<file path="src/rtl/baccarat_dealer.sv">
// Baccarat dealing controller: sequences player/banker cards from new_card,
// applies the third-card rules and exposes card registers, scores and result.
module baccarat_dealer (
    input  logic       slow_clock,
    input  logic       resetb,
    input  logic       step,
    input  logic [3:0] new_card,
    output logic [3:0] pcard1,
    output logic [3:0] pcard2,
    output logic [3:0] pcard3,
    output logic [3:0] dcard1,
    output logic [3:0] dcard2,
    output logic [3:0] dcard3,
    output logic [3:0] pscore,
    output logic [3:0] dscore,
    output logic       player_win,
    output logic       dealer_win,
    output logic       done
);

    typedef enum logic [2:0] {
        S_P1, S_D1, S_P2, S_D2, S_EVAL, S_P3, S_D3, S_RESULT
    } state_t;

    state_t     r_state;
    logic [3:0] r_pcard1, r_pcard2, r_pcard3;
    logic [3:0] r_dcard1, r_dcard2, r_dcard3;

    logic [4:0] w_psum, w_dsum;
    logic [3:0] w_pscore, w_dscore, w_nv;
    logic       w_natural, w_bank_draw;

    // Face cards and the unused codes 14/15 all count as zero.
    function automatic logic [3:0] card_val(input logic [3:0] c);
        return (c > 4'd9) ? 4'd0 : c;
    endfunction

    function automatic logic [3:0] mod10(input logic [4:0] s);
        logic [4:0] r;
        if (s >= 5'd20)      r = s - 5'd20;
        else if (s >= 5'd10) r = s - 5'd10;
        else                 r = s;
        return r[3:0];
    endfunction

    assign w_psum = {1'b0, card_val(r_pcard1)} + {1'b0, card_val(r_pcard2)}
                  + {1'b0, card_val(r_pcard3)};
    assign w_dsum = {1'b0, card_val(r_dcard1)} + {1'b0, card_val(r_dcard2)}
                  + {1'b0, card_val(r_dcard3)};
    assign w_pscore  = mod10(w_psum);
    assign w_dscore  = mod10(w_dsum);
    assign w_natural = (w_pscore >= 4'd8) || (w_dscore >= 4'd8);

    // Banker's draw after the player's third card looks at the incoming card,
    // since pcard3 is only being written on this same edge.
    assign w_nv = card_val(new_card);
    always_comb begin
        w_bank_draw = 1'b0;
        case (w_dscore)
            4'd0, 4'd1, 4'd2: w_bank_draw = 1'b1;
            4'd3:             w_bank_draw = (w_nv != 4'd8);
            4'd4:             w_bank_draw = (w_nv >= 4'd2) && (w_nv <= 4'd7);
            4'd5:             w_bank_draw = (w_nv >= 4'd4) && (w_nv <= 4'd7);
            4'd6:             w_bank_draw = (w_nv >= 4'd6) && (w_nv <= 4'd7);
            default:          w_bank_draw = 1'b0;
        endcase
    end

    always_ff @(posedge slow_clock) begin
        if (!resetb) begin
            r_state  <= S_P1;
            r_pcard1 <= 4'd0;
            r_pcard2 <= 4'd0;
            r_pcard3 <= 4'd0;
            r_dcard1 <= 4'd0;
            r_dcard2 <= 4'd0;
            r_dcard3 <= 4'd0;
        end else if (step) begin
            case (r_state)
                S_P1: begin r_pcard1 <= new_card; r_state <= S_D1; end
                S_D1: begin r_dcard1 <= new_card; r_state <= S_P2; end
                S_P2: begin r_pcard2 <= new_card; r_state <= S_D2; end
                S_D2: begin r_dcard2 <= new_card; r_state <= S_EVAL; end
                S_EVAL: begin
                    if (w_natural)              r_state <= S_RESULT;
                    else if (w_pscore <= 4'd5)  r_state <= S_P3;
                    else if (w_dscore <= 4'd5)  r_state <= S_D3;
                    else                        r_state <= S_RESULT;
                end
                S_P3: begin
                    r_pcard3 <= new_card;
                    r_state  <= w_bank_draw ? S_D3 : S_RESULT;
                end
                S_D3:     begin r_dcard3 <= new_card; r_state <= S_RESULT; end
                S_RESULT: r_state <= S_RESULT;
                default:  r_state <= S_P1;
            endcase
        end
    end

    assign pcard1 = r_pcard1;
    assign pcard2 = r_pcard2;
    assign pcard3 = r_pcard3;
    assign dcard1 = r_dcard1;
    assign dcard2 = r_dcard2;
    assign dcard3 = r_dcard3;
    assign pscore = w_pscore;
    assign dscore = w_dscore;

    assign done       = (r_state == S_RESULT);
    assign player_win = done && (w_pscore >= w_dscore);
    assign dealer_win = done && (w_dscore >= w_pscore);

endmodule

</file>
<file path="config.mk">
export PLATFORM = sky130hd
export DESIGN_NAME = baccarat_dealer
export DESIGN_NICKNAME = d
export VERILOG_FILES = /design/src/rtl/baccarat_dealer.sv
export SDC_FILE = /design/constraint.sdc
export NUM_CORES = 1
export LEC_CHECK = 0
export CORE_ASPECT_RATIO = 1.2
export CORE_UTILIZATION = 57
export DETAILED_ROUTE_END_ITERATION = 10
export PLACE_DENSITY_LB_ADDON = 0.25
export SLEW_MARGIN = 25
export SYNTH_ARGS = -nofsm -noshare
export SYNTH_HDL_FRONTEND = slang
export SYNTH_SLANG_ARGS = --single-unit
</file>
<file path="constraint.sdc">
create_clock -name slow_clock -period 8.9 [get_ports slow_clock]
set_input_delay 2.225 -clock slow_clock [delete_from_list [all_inputs] [get_ports slow_clock]]
set_output_delay 2.225 -clock slow_clock [all_outputs]
set_load 0.02 [all_outputs]
</file>
==> out/results.txt, run 1 <==
status: finished, final reports clean
Clock Latency Late Sink: 0.27 ns
Worst-path clk slew: 0.09 ns
initial antenna violation count: 0
area fraction of the dominant cell type after synthesis: 0.2393
# H-tree levels: 1
routed via count: 1897
Async S/R FF share, synth: 0
Setup WS pre-CTS: 1.784 ns
crit path kind: register to primary output
Final WS setup: 1.497 ns
maximum vdd drop: 0.0001747 V
post-route ant nets: 0
syn_nets: 291
Hold Vio Cnt, Final: 0
CP top delay family: adder cells
synthesized flop and latch total: 27
final WL: 4.728 mm
Yosys top cell by area: dfxtp_1
Worst path max stage delay: 0.59 ns
CP most frequent cell: ha_1
Multi-input gate area: 0.001580 mm^2
row count: 24
MaxCap Viol Count: 0
GP Congestion: 0.8562
DR pass1 iterations: 4
DRT iter0 DRCs: 59
Core Util, Final: 0.7366
Ys Warns: 0
boundary pin count: 42
EDFF count, synth: 0
clock buffer depth: 2
most common cell after layout, fill and taps aside: clkdlybuf4s50_1
Worst EP arrival: 5.18 ns
Tot GR Track Use: 0.2460
fmax: 135.1 MHz
post-route cell area: 0.002743 mm^2
synthesized area per cell: 8.720 um^2
grt ovf: 0
P&R area growth vs syn: 21.44%
die width: 59.46 um
vias per cell: 5.483
Initial Utilization: 0.6065
worst hold slack: 0.5481 ns
register area: 540.5 um^2
final period utilization: 0.8318
Syn Inst Count: 259
Net count, final: 327
CTS buffer count: 3
Crit path required time: 6.68 ns
DP Area: 0.002694 mm^2
Syn Std Cell Area: 0.002258 mm^2
setup TNS: 0 ns
die area: 0.004219 mm^2
Synth area leaders: dfxtp_1, mux2i_1, fa_1
Die H: 70.96 um
Slew Viols, Final: 0
CTS tree: built
pin count of the biggest net entering global routing: 28
post-synthesis sequential area ratio: 0.2393
unrepaired setup endpoints after global routing: no
CP Max Fanout: 6
post-cts resize count: 0
commonest non-fill, non-tap cells in the layout: clkdlybuf4s50_1, nor2b_1, dfxtp_1
Pleak: 1.164 nW
number of library cell types mapped by synthesis: 50
Port Buffers: 41
worst slew pin tran: 0.7920 ns
core area: 0.003724 mm^2
first-pass GRT wire length: 8.017 mm
clk root buf: clkbuf_8
WP buf/inv: 4
ys flop type: dfxtp_1
cts hold-fix bufs: 0
number of global-route vias before repair: 1779
slowest CP cell: clkdlybuf4s50_1
Relative slew margins: 0.4709
Residual DRC: 0
routed length per placed instance: 13.66 um
ANT cells: 0
CTS Sinks: 27
share of cells above drive strength 1: 0.05782
post-route minimum period: 7.403 ns
dpl hpwl: 3.747 mm
Hold WC Path Type: register to register
Finish-stage setup viols: 0
Critical Path, Cell by Cell: nand2b_1 > fa_1 > inv_1 > ha_1 > fa_1 > xor2_2 > inv_2 > ha_1 > a311oi_1 > o21ai_0 > o21ai_1 > inv_1 > ha_1 > nand2_1 > a211o_2 > o311ai_1 > o21a_1 > clkdlybuf4s50_1
Worst Clk Skew: 0.003602 ns
Crit. End Element: primary output
PD cells: 103.8 mW/mm^2
crit start category: register
Fill cells: 316
# Post-CTS Setup Buffers: 0
[state kept, by name (all words and copies together), names as in the netlist]
name and cells:
dcard1 4, dcard2 4, dcard3 4, pcard1 4, pcard2 4, pcard3 4, r_state 3
[synthesized netlist by cell type, types with 7 or more instances]
| cell | number |
|---|---|
| ha_1 | 15 |
| nor2_1 | 7 |
| nor2b_1 | 28 |
| clkbuf_1 | 8 |
| a21oi_1 | 8 |
| fa_1 | 10 |
| nor3b_1 | 7 |
| dfxtp_1 | 27 |
| inv_1 | 23 |
| mux2i_1 | 25 |
| nand2b_1 | 10 |
| o21ai_0 | 13 |
| nand2_1 | 13 |
[layout make-up]
type / count / share of cell area
inverters: 26 / 0.03558
repair buffers: 41 / 0.1496
multi-input cells: 196 / 0.5762
clock inverters: 1 / 0.002737
flip-flops and latches: 27 / 0.1971
well taps: 52 / 0.02372
clock buffers: 3 / 0.01505
[worst reg2reg max path: stages (launching register included)]
cell      delay, ns
dfxtp_1        0.36
nand2b_1       0.19
fa_1           0.54
inv_1          0.04
ha_1           0.21
fa_1           0.41
xor2_2         0.23
inv_2          0.09
ha_1           0.22
a311oi_1       0.58
o21ai_0        0.15
o21ai_1        0.24
inv_1          0.09
a41o_1         0.21
a31oi_1        0.12
[report_power, final]
group	switching, W	internal (W)
registers	0.00000479	0.000124
clock network	0.0000389	0.0000318
logic	0.0000461	0.0000393
[stage by stage]
stage               instances  total power (W)
finish                    346        0.0002848
global route              346        0.0003015
CTS                       346        0.0002867
detailed placement        342        0.0002168
global placement          342        0.0002153
floorplan                 259        0.0001914
[worst paths after layout]
kind | from | endpoint | slack [ns] | depth (start not counted)
max | pcard1[3] | dealer_win | 1.50 | 18
min | pcard1[0] | pcard1[0] | 0.55 | 2
max reg2reg | pcard1[3] | r_state[0] | 5.14 | 14
min reg2reg | pcard1[0] | pcard1[0] | 0.55 | 2
[routing by layer]
metal / routed length [um] / track usage
met3: 191 / 0.03839
met5: 0 / 0
met4: 44 / 0.06614
met2: 2345 / 0.4257
met1: 2147 / 0.3116
[logic make-up after synthesis]
| kind of cell | Yosys count | share of synthesized area |
|---|---|---|
| buf+inv | 36 | 0.06094 |
| simple gates | 94 | 0.2488 |
| flops | 27 | 0.2393 |
| fa+ha+maj | 25 | 0.1717 |
| xor+xnor | 3 | 0.01829 |
| compound gates | 49 | 0.1501 |
| mux | 25 | 0.1108 |
Note: power is estimated with default switching activity, not from simulation.
==> run 2: changes to the inputs <==
Settings changed: CORE_UTILIZATION 57 to 48.
Clock period 8.9 ns to 6.4 ns, I/O delays scaled along.
==> run 2 against run 1 <==
  * Sequential share of layout area is 0.47 points lower
  * Combinational power rose by 52%
  * Total power increased by 41%
  * Critical endpoint is now player_win
  * Via count is 3.0% higher
  * Critical path depth is 2 lower
  * Clock power grew 34%
  * Setup slack worse by 1.1 ns
  * Sequential cell count is the same
  * Count of clock-buffer cells in the layout is 1 higher
  * Global-route usage down 3.6 points
  * Core utilization is 9.7 points lower
  * First-iteration DRC count up 37%
==> out/results.txt, run 2 (synthesized netlist as in run 1, its figures left out) <==
Port Buffers: 41 (unchanged)
sw frac: 0.3096 (-0.005544)
final period utilization: 0.9445
Initial Utilization: 0.5142 (-0.09227)
final WL: 5.011 mm (+6.0%)
most common cell after layout, fill and taps aside: clkdlybuf4s50_1
Worst Clk Skew: 0.004322 ns (+0.0007198 ns)
GP Congestion: 0.8454 (-1.3%)
CTS buffer count: 3 (unchanged)
clk root buf: clkbuf_8
unrepaired setup endpoints after global routing: no
Slew Viols, Final: 0 (unchanged)
post-route ant nets: 0 (unchanged)
vias per cell: 5.455 (-0.50%)
PD cells: 143.4 mW/mm^2 (+38%)
pin count of the biggest net entering global routing: 28 (unchanged)
total power: 0.0004030 W (+41%)
Residual DRC: 0 (unchanged)
Worst path max stage delay: 0.59 ns (about the same)
CP Max Fanout: 7 (+1)
Die H: 77.14 um (+8.7%)
Relative slew margins: 0.4503 (-0.02061)
routed via count: 1953 (+3.0%)
Pleak: 1.213 nW (+4.2%)
fmax: 165.4 MHz
core area: 0.004392 mm^2 (+18%)
Net count, final: 335 (+2.4%)
worst slew pin tran: 0.8228 ns (+0.03086 ns)
Switching Power: 0.0001248 W (+39%)
cts hold-fix bufs: 0 (unchanged)
status: finished, final reports clean
CTS tree: built
die width: 64.62 um (+8.7%)
setup TNS: 0 ns (unchanged)
Hold WC Path Type: register to register
dpl hpwl: 3.820 mm (+2.0%)
crit path kind: register to primary output
P&R area growth vs syn: 24.43%
Clock Latency Late Sink: 0.27 ns (about the same)
Crit path required time: 4.80 ns (-1.88 ns)
MaxCap Viol Count: 0 (unchanged)
worst r2r src: pcard1[3]
Clock power frac: 0.234 (-0.014)
Logic pwr share: 0.321 (+0.021)
Hold Vio Cnt, Final: 0 (unchanged)
die area: 0.004984 mm^2 (+18%)
crit start category: register
number of global-route vias before repair: 1863 (+4.7%)
hold_sp: pcard1[0]
Flop pwr share: 0.444 (-0.008)
share of cells above drive strength 1: 0.09603 (+0.03820)
Finish-stage setup viols: 0 (unchanged)
row count: 26 (+8.3%)
Finished Layout Cells: 358 (+3.5%)
ANT cells: 0 (unchanged)
grt ovf: 0 (unchanged)
Internal Power: 0.0002782 W (+43%)
initial antenna violation count: 0 (unchanged)
post-route minimum period: 6.045 ns
Crit. End Element: primary output
commonest non-fill, non-tap cells in the layout: clkdlybuf4s50_1, nor2b_1, dfxtp_1
Crit. Startpoint: dcard1[3]
slowest CP cell: fa_2
Critical Path, Cell by Cell: nor2b_1 > fa_1 > ha_1 > inv_1 > fa_2 > inv_1 > ha_1 > or3_1 > a32oi_2 > inv_1 > ha_1 > nand2_1 > a211o_2 > o311ai_1 > a21boi_0 > clkbuf_2
Tot GR Track Use: 0.2096 (-0.03641)
boundary pin count: 42 (unchanged)
CTS Sinks: 27 (unchanged)
# H-tree levels: 1 (unchanged)
clock buffer depth: 2 (unchanged)
routed length per placed instance: 14.00 um (+2.4%)
Worst-path clk slew: 0.09 ns (about the same)
first-pass GRT wire length: 8.390 mm (+4.7%)
maximum vdd drop: 0.0001610 V (-7.8%)
DR pass1 iterations: 4 (unchanged)
Worst EP arrival: 4.44 ns (-0.74 ns)
DP Cell Count: 348 (+1.8%)
DRT iter0 DRCs: 81 (+37%)
[run 2: final cells by class]
class / instances / area, um^2
multi-input cells: 196 / 1597
fillers: 388 / 1582
flip-flops and latches: 27 / 540.5
repair buffers: 49 / 460.4
inverters: 26 / 97.59
well taps: 56 / 70.07
clock buffers: 4 / 45.04
[run 2: metrics by stage]
| stage | cell area, um^2 | setup WS (ns) | hold WS [ns] | utilization |
|---|---|---|---|---|
| floorplan | 2258 | 0.3189 | 0.6008 | - |
| global placement | 2714 | 0.2456 | 0.5289 | 0.6179 |
| detailed placement | 2714 | 0.09935 | 0.5381 | 0.6179 |
| CTS | 2774 | 0.1645 | 0.5533 | 0.6316 |
| global route | 2810 | 0.05888 | 0.5633 | 0.6399 |
| finish | 2810 | 0.3550 | 0.5514 | 0.6399 |
[run 2: timing repair]
item / in CTS / in global routing
setup buffers: 1 / 5
gates resized for setup: 4 / 7
endpoints found under the setup margin: 2 / 2
pin swaps: 1 / 1
[run 2: worst paths after layout]
check / endpoint / slack (ns) / cells past startpoint
max: player_win / 0.36 / 16
min: pcard1[0] / 0.55 / 2
max reg2reg: r_state[0] / 2.84 / 15
min reg2reg: pcard1[0] / 0.55 / 2
[run 2: power groups by stage]
stage | sequential [W] | clock, W | combinational, W
6_report | 0.000179 | 0.0000945 | 0.000130
5_1_grt | 0.000180 | 0.000106 | 0.000143
4_1_cts | 0.000179 | 0.0000979 | 0.000123
3_5_place_dp | 0.000183 | 0 | 0.000122
3_3_place_gp | 0.000183 | 0 | 0.000120
2_1_floorplan | 0.000184 | 0 | 0.0000819
[run 2: worst max-delay path: cells and delay by family (launching register included)]
kind,cells,cell delay [ns]
fa+ha+maj,5,1.96
compound gates,4,0.77
simple gates,3,0.59
buf+inv,4,0.45
flops,1,0.42
[run 2: routing by layer]
metal / up-vias / GRT usage / wire length (um)
li1: 997 / - / -
met1: 904 / 0.2599 / 2309
met2: 44 / 0.3695 / 2463
met3: 8 / 0.02381 / 143
met4: 0 / 0.06889 / 95
met5: - / 0 / 0
==> run 3: changes to the inputs <==
Settings changed: CTS_CLUSTER_DIAMETER from default to 40, CTS_CLUSTER_SIZE from default to 12.
==> results of run 3 <==
The final DEF is identical to that of run 2; final timing and power are the same.
==> RTL edit 1 (config.mk and constraints of run 3) <==
Put a register stage on the outputs `pscore`, `dscore`, `player_win` and `dealer_win`, without a reset. The values now appear one clock later. The other outputs are not delayed to match.
--- a/src/rtl/baccarat_dealer.sv
+++ b/src/rtl/baccarat_dealer.sv
@@ -104,12 +104,14 @@
     assign dcard1 = r_dcard1;
     assign dcard2 = r_dcard2;
     assign dcard3 = r_dcard3;
-    assign pscore = w_pscore;
-    assign dscore = w_dscore;
 
     assign done       = (r_state == S_RESULT);
-    assign player_win = done && (w_pscore >= w_dscore);
-    assign dealer_win = done && (w_dscore >= w_pscore);
+    always_ff @(posedge slow_clock) begin
+        pscore     <= w_pscore;
+        dscore     <= w_dscore;
+        player_win <= done && (w_pscore >= w_dscore);
+        dealer_win <= done && (w_dscore >= w_pscore);
+    end
 
 endmodule
 
Function: changed (Yosys sat finds a counterexample within 4 cycles, from zero or initial values and one cycle with resetb low).
==> RTL edit 1 against run 3 <==
Clock skew shrank 0.0010 ns. Global-route usage grew 0.68 points. Sequential share of layout area grew 4.8 points. Power grew 33%. Sequential cell count grew 10. Routed wire length grew 9.6%. Area after synthesis grew 13%. Worst setup slack gained 1.6 ns. Design area grew 9.9%. Largest power group unchanged.
==> RTL edit 1: results (changes against run 3) <==
metric,value,unit,change
most instantiated cells after synthesis,"37 x dfxtp_1, 30 x nor2b_1, 25 x mux2i_1",,
vias,2159,,+11%
Synth Area in XOR/XNOR,1.03,%,-0.80 points
Setup Buffers After CTS,0,,-1
Slew headroom,47.2,%,+2.2 points
Worst VDD drop,121,uV,-25%
GR Util met2,36.2,%,-0.77 points
sequential power share,45.7,%,+1.3 points
leakage,1.31,nW,+8.2%
Post-Syn Nets,321,,+10%
"Reg clk slew, reported paths",0.07,ns,-0.02 ns
largest net degree at the start of global routing,29,,+3.6%
slowest CP cell,fa_1,,
Total Nets Final,357,,+6.6%
met3 Track Usage GR,3.47,%,+1.1 points
met3 routed WL,193,um,+35%
status,"complete, no violations",,
"top cells by area, synth","dfxtp_1 29%, mux2i_1 9.8%, fa_1 7.8%, ha_1 7.4%, nor2b_1 7.4%",,
share of cells above drive strength 1,5.52,%,-4.1 points
Placed Cells,378,,+8.6%
CTS H-tree depth,2,,+1
hold path endpoint,dcard1[0],,
cts bufs inserted,5,,+2
design internal power,384,uW,+38%
synth unique cells,57,,+14%
DR WL met2,2640,um,+7.0%
Fillers,467,,+20%
Post-Synthesis Cells,289,,+12%
dpl cell area,2990,um^2,+10%
GRT Util Overall,21.6,%,+0.68 points
critical path's largest stage delay,0.44,ns,-0.15 ns
"Seq/Total Area, Yosys",29.0,%,+5.1 points
HPWL Detailed,4060,um,+6.3%
wire length per cell,14.2,um,+1.7%
DRT Wirelength,5490,um,+9.6%
Sw Ratio,28.1,%,-2.9 points
first-pass GRT wire length,9120,um,+8.7%
Met1 Wirelength,2590,um,+12%
P_clk,180,uW,+90%
met1 usage,27.9,%,+1.9 points
worst skew pair latency,0.29,ns,+0.02 ns
Resized cells post-CTS,0,,-4
WHS,0.561,ns,+0.00990 ns
GPL Wtd Cong,0.902,,+6.7%
[RTL edit 1: cell count changes after synthesis, sizes merged, moves of 4 or more]
| cell | delta |
|---|---|
| or3 | -4 |
| nor2 | +5 |
| o21ai | -4 |
| dfxtp | +10 |
| nand2 | +4 |
| a21oi | +4 |
[RTL edit 1: final cells by class]
type,count,area [um^2],area share [%]
flip-flops and latches,37,741,24.0
clock inverters,1,5.00,0.162
inverters,25,93.8,3.04
well taps,60,75.1,2.43
clock buffers,7,96.3,3.12
multi-input cells,215,1670,54.0
repair buffers,41,410,13.3
[RTL edit 1: worst max path at each step]
stage	start	to	slack, ns	depth (start not counted)
floorplan	dcard1[3]	player_win	2.46	18
global placement	dcard1[2]	player_win	2.19	20
detailed placement	dcard1[1]	player_win	2.05	20
CTS	dcard1[1]	player_win	2.03	20
global route	dcard1[2]	player_win	1.56	20
finish	dcard1[2]	player_win	2.00	20
==> RTL edit 2 (flow settings as in run 3) <==
Made on the original files. Encoding of `state_t`: now Gray code (3 bits for 8 states).
--- a/src/rtl/baccarat_dealer.sv
+++ b/src/rtl/baccarat_dealer.sv
@@ -19,7 +19,7 @@
 );
 
     typedef enum logic [2:0] {
-        S_P1, S_D1, S_P2, S_D2, S_EVAL, S_P3, S_D3, S_RESULT
+        S_P1 = 3'b000, S_D1 = 3'b001, S_P2 = 3'b011, S_D2 = 3'b010, S_EVAL = 3'b110, S_P3 = 3'b111, S_D3 = 3'b101, S_RESULT = 3'b100
     } state_t;
 
     state_t     r_state;
Behaviour: same outputs for any inputs over 4 cycles, from zero or initial values and one cycle with resetb low; so few cycles prove little.
==> RTL edit 2 against run 3 <==
First-iteration DRC count down 21%. Utilization fell by 0.97 points. Register-to-register slack lost 0.25 ns. Clock skew shrank 0.0032 ns. Combinational power is 15% higher. Design area rose by 3.8%. Worst setup slack got worse by 0.056 ns. Routed wire length up 9.8%. Highest routed layer unchanged. Sequential cell count did not move. Count of clock-buffer cells in the layout is 1 lower. Power is 6.7% higher. Area after synthesis up 3.8%.
==> RTL edit 2: results (changes against run 3) <==
metric,value,unit,change
synth unique cells,51,,+2.0%
hold path endpoint,pcard1[0],,
GR Util met2,38.2,%,+1.2 points
Post-Syn Nets,306,,+5.2%
leakage,1.28,nW,+5.3%
Fin Clk Skew,0.00112,ns,-0.00320 ns
cts bufs inserted,3,,unchanged
first-pass GRT wire length,9080,um,+8.2%
DRT Wirelength,5500,um,+9.8%
"Seq/Total Area, Yosys",23.1,%,-0.88 points
vias in the first global route,1955,,+4.9%
crit path max fanout,5,,-2
DR iter-0 viols,64,,-21%
Total Nets Final,350,,+4.5%
RR Startpoint,dcard2[1],,
HPWL Detailed,4220,um,+10%
GRT Util Overall,22.1,%,+1.1 points
design internal power,288,uW,+3.4%
most instantiated cells after synthesis,"32 x nor2b_1, 27 x dfxtp_1, 26 x mux2i_1",,
Least-Margin Pin Slew,0.801,ns,-0.0214 ns
GPL Wtd Cong,0.824,,-2.5%
WP data arrival,4.50,ns,+0.06 ns
vias,2116,,+8.3%
Post-synth ARST share,0,%,unchanged
r2r setup slk,2.59,ns,-0.25 ns
WHS,0.568,ns,+0.0166 ns
pre-CTS setup slack,-0.00232,ns,-0.102 ns
Worst VDD drop,137,uV,-15%
"top cells by area, synth","dfxtp_1 23%, mux2i_1 11%, fa_1 8.5%, nor2b_1 8.5%, ha_1 8.0%",,
met3 Track Usage GR,2.62,%,+0.24 points
Post-Layout Cell Count,375,,+4.7%
Mean Syn Cell Area,8.56,um^2,-1.9%
Placed Cells,369,,+6.0%
worst skew pair latency,0.27,ns,about the same
share of cells above drive strength 1,8.83,%,-0.77 points
met1 usage,28.9,%,+2.9 points
status,"complete, no violations",,
worst r2r path cells,16,,+1
-- RTL edit 2: cell types whose count changed after synthesis, sizes merged, moves of 3 or more --
cell | before | now
a21oi | 8 | 13
o2111ai | 0 | 3
or3 | 4 | 0
nor2b | 28 | 32
nor2 | 7 | 12
nand2 | 14 | 19
a21boi | 3 | 0
a21o | 0 | 3
-- RTL edit 2: metal layers --
layer | part of all wire [%] | vias to the layer above
met4 | 0.96 | 0
met5 | 0 | -
li1 | - | 1043
met2 | 49 | 67
met1 | 45 | 1000
met3 | 5.1 | 6
-- RTL edit 2: power groups by stage --
stage | sequential [mW] | clock (mW) | combinational, mW
after detailed placement | 0.186 | 0 | 0.146
after floorplan | 0.187 | 0 | 0.0971
after CTS | 0.182 | 0.0972 | 0.147
after global placement | 0.186 | 0 | 0.142
after global routing | 0.184 | 0.106 | 0.166
final | 0.183 | 0.0971 | 0.150
-- RTL edit 2: final cells by class --
type                            instances  area, um^2
Timing Repair Buffer                   48         460
Inverter                               25        93.8
Fill cell                             429        1710
Multi-Input combinational cell        213        1700
Tap cell                               58        72.6
Sequential cell                        27         541
Clock inverter                          1        5.00
Clock buffer                            3        41.3
-- RTL edit 2: critical path, cell delays in order (launching register included) --
cell and delay [ns]:
dfxtp_1 0.39, nor2b_1 0.19, fa_1 0.44, ha_1 0.24, fa_1 0.41, xor2_2 0.23, inv_1 0.09, ha_1 0.21
a311oi_2 0.30, mux2i_1 0.11, mux2_2 0.30, ha_1 0.30, a21oi_1 0.19, a21oi_1 0.11, o311a_1 0.29, a211oi_1 0.21
clkbuf_2 0.20
-- RTL edit 2: worst max path at each step --
stage / from / end / slack, ns / cells after the start
after floorplan: pcard2[1] / player_win / 0.21 / 15
after global placement: dcard1[1] / player_win / 0.12 / 19
final: pcard2[1] / player_win / 0.30 / 16
after global routing: pcard2[1] / player_win / 0.002 / 16
after CTS: dcard2[1] / player_win / 0.04 / 19
after detailed placement: dcard2[1] / player_win / -0.002 / 19
-- RTL edit 2: per-stage QoR --
stage | utilization (%) | instance area, um^2
6_report | 63.0 | 2920
5_1_grt | 63.0 | 2920
4_1_cts | 62.2 | 2880
3_5_place_dp | 61.0 | 2820
3_3_place_gp | 61.0 | 2820
2_1_floorplan | - | 2340
-- RTL edit 2: kinds of logic after synthesis --
| logic type | synth area share (%) |
|---|---|
| fa+ha+maj | 16.5 |
| xor+xnor | 1.81 |
| mux | 12.1 |
| simple gates | 26.3 |
| compound gates | 14.5 |
| buf+inv | 5.76 |
| flops | 23.1 |
-- RTL edit 2: what timing repair did --
action	in CTS	in global routing
gates resized for setup	2	8
setup endpoints to repair	1	2
buffers inserted	0	2
hold endpoints to repair	0	0
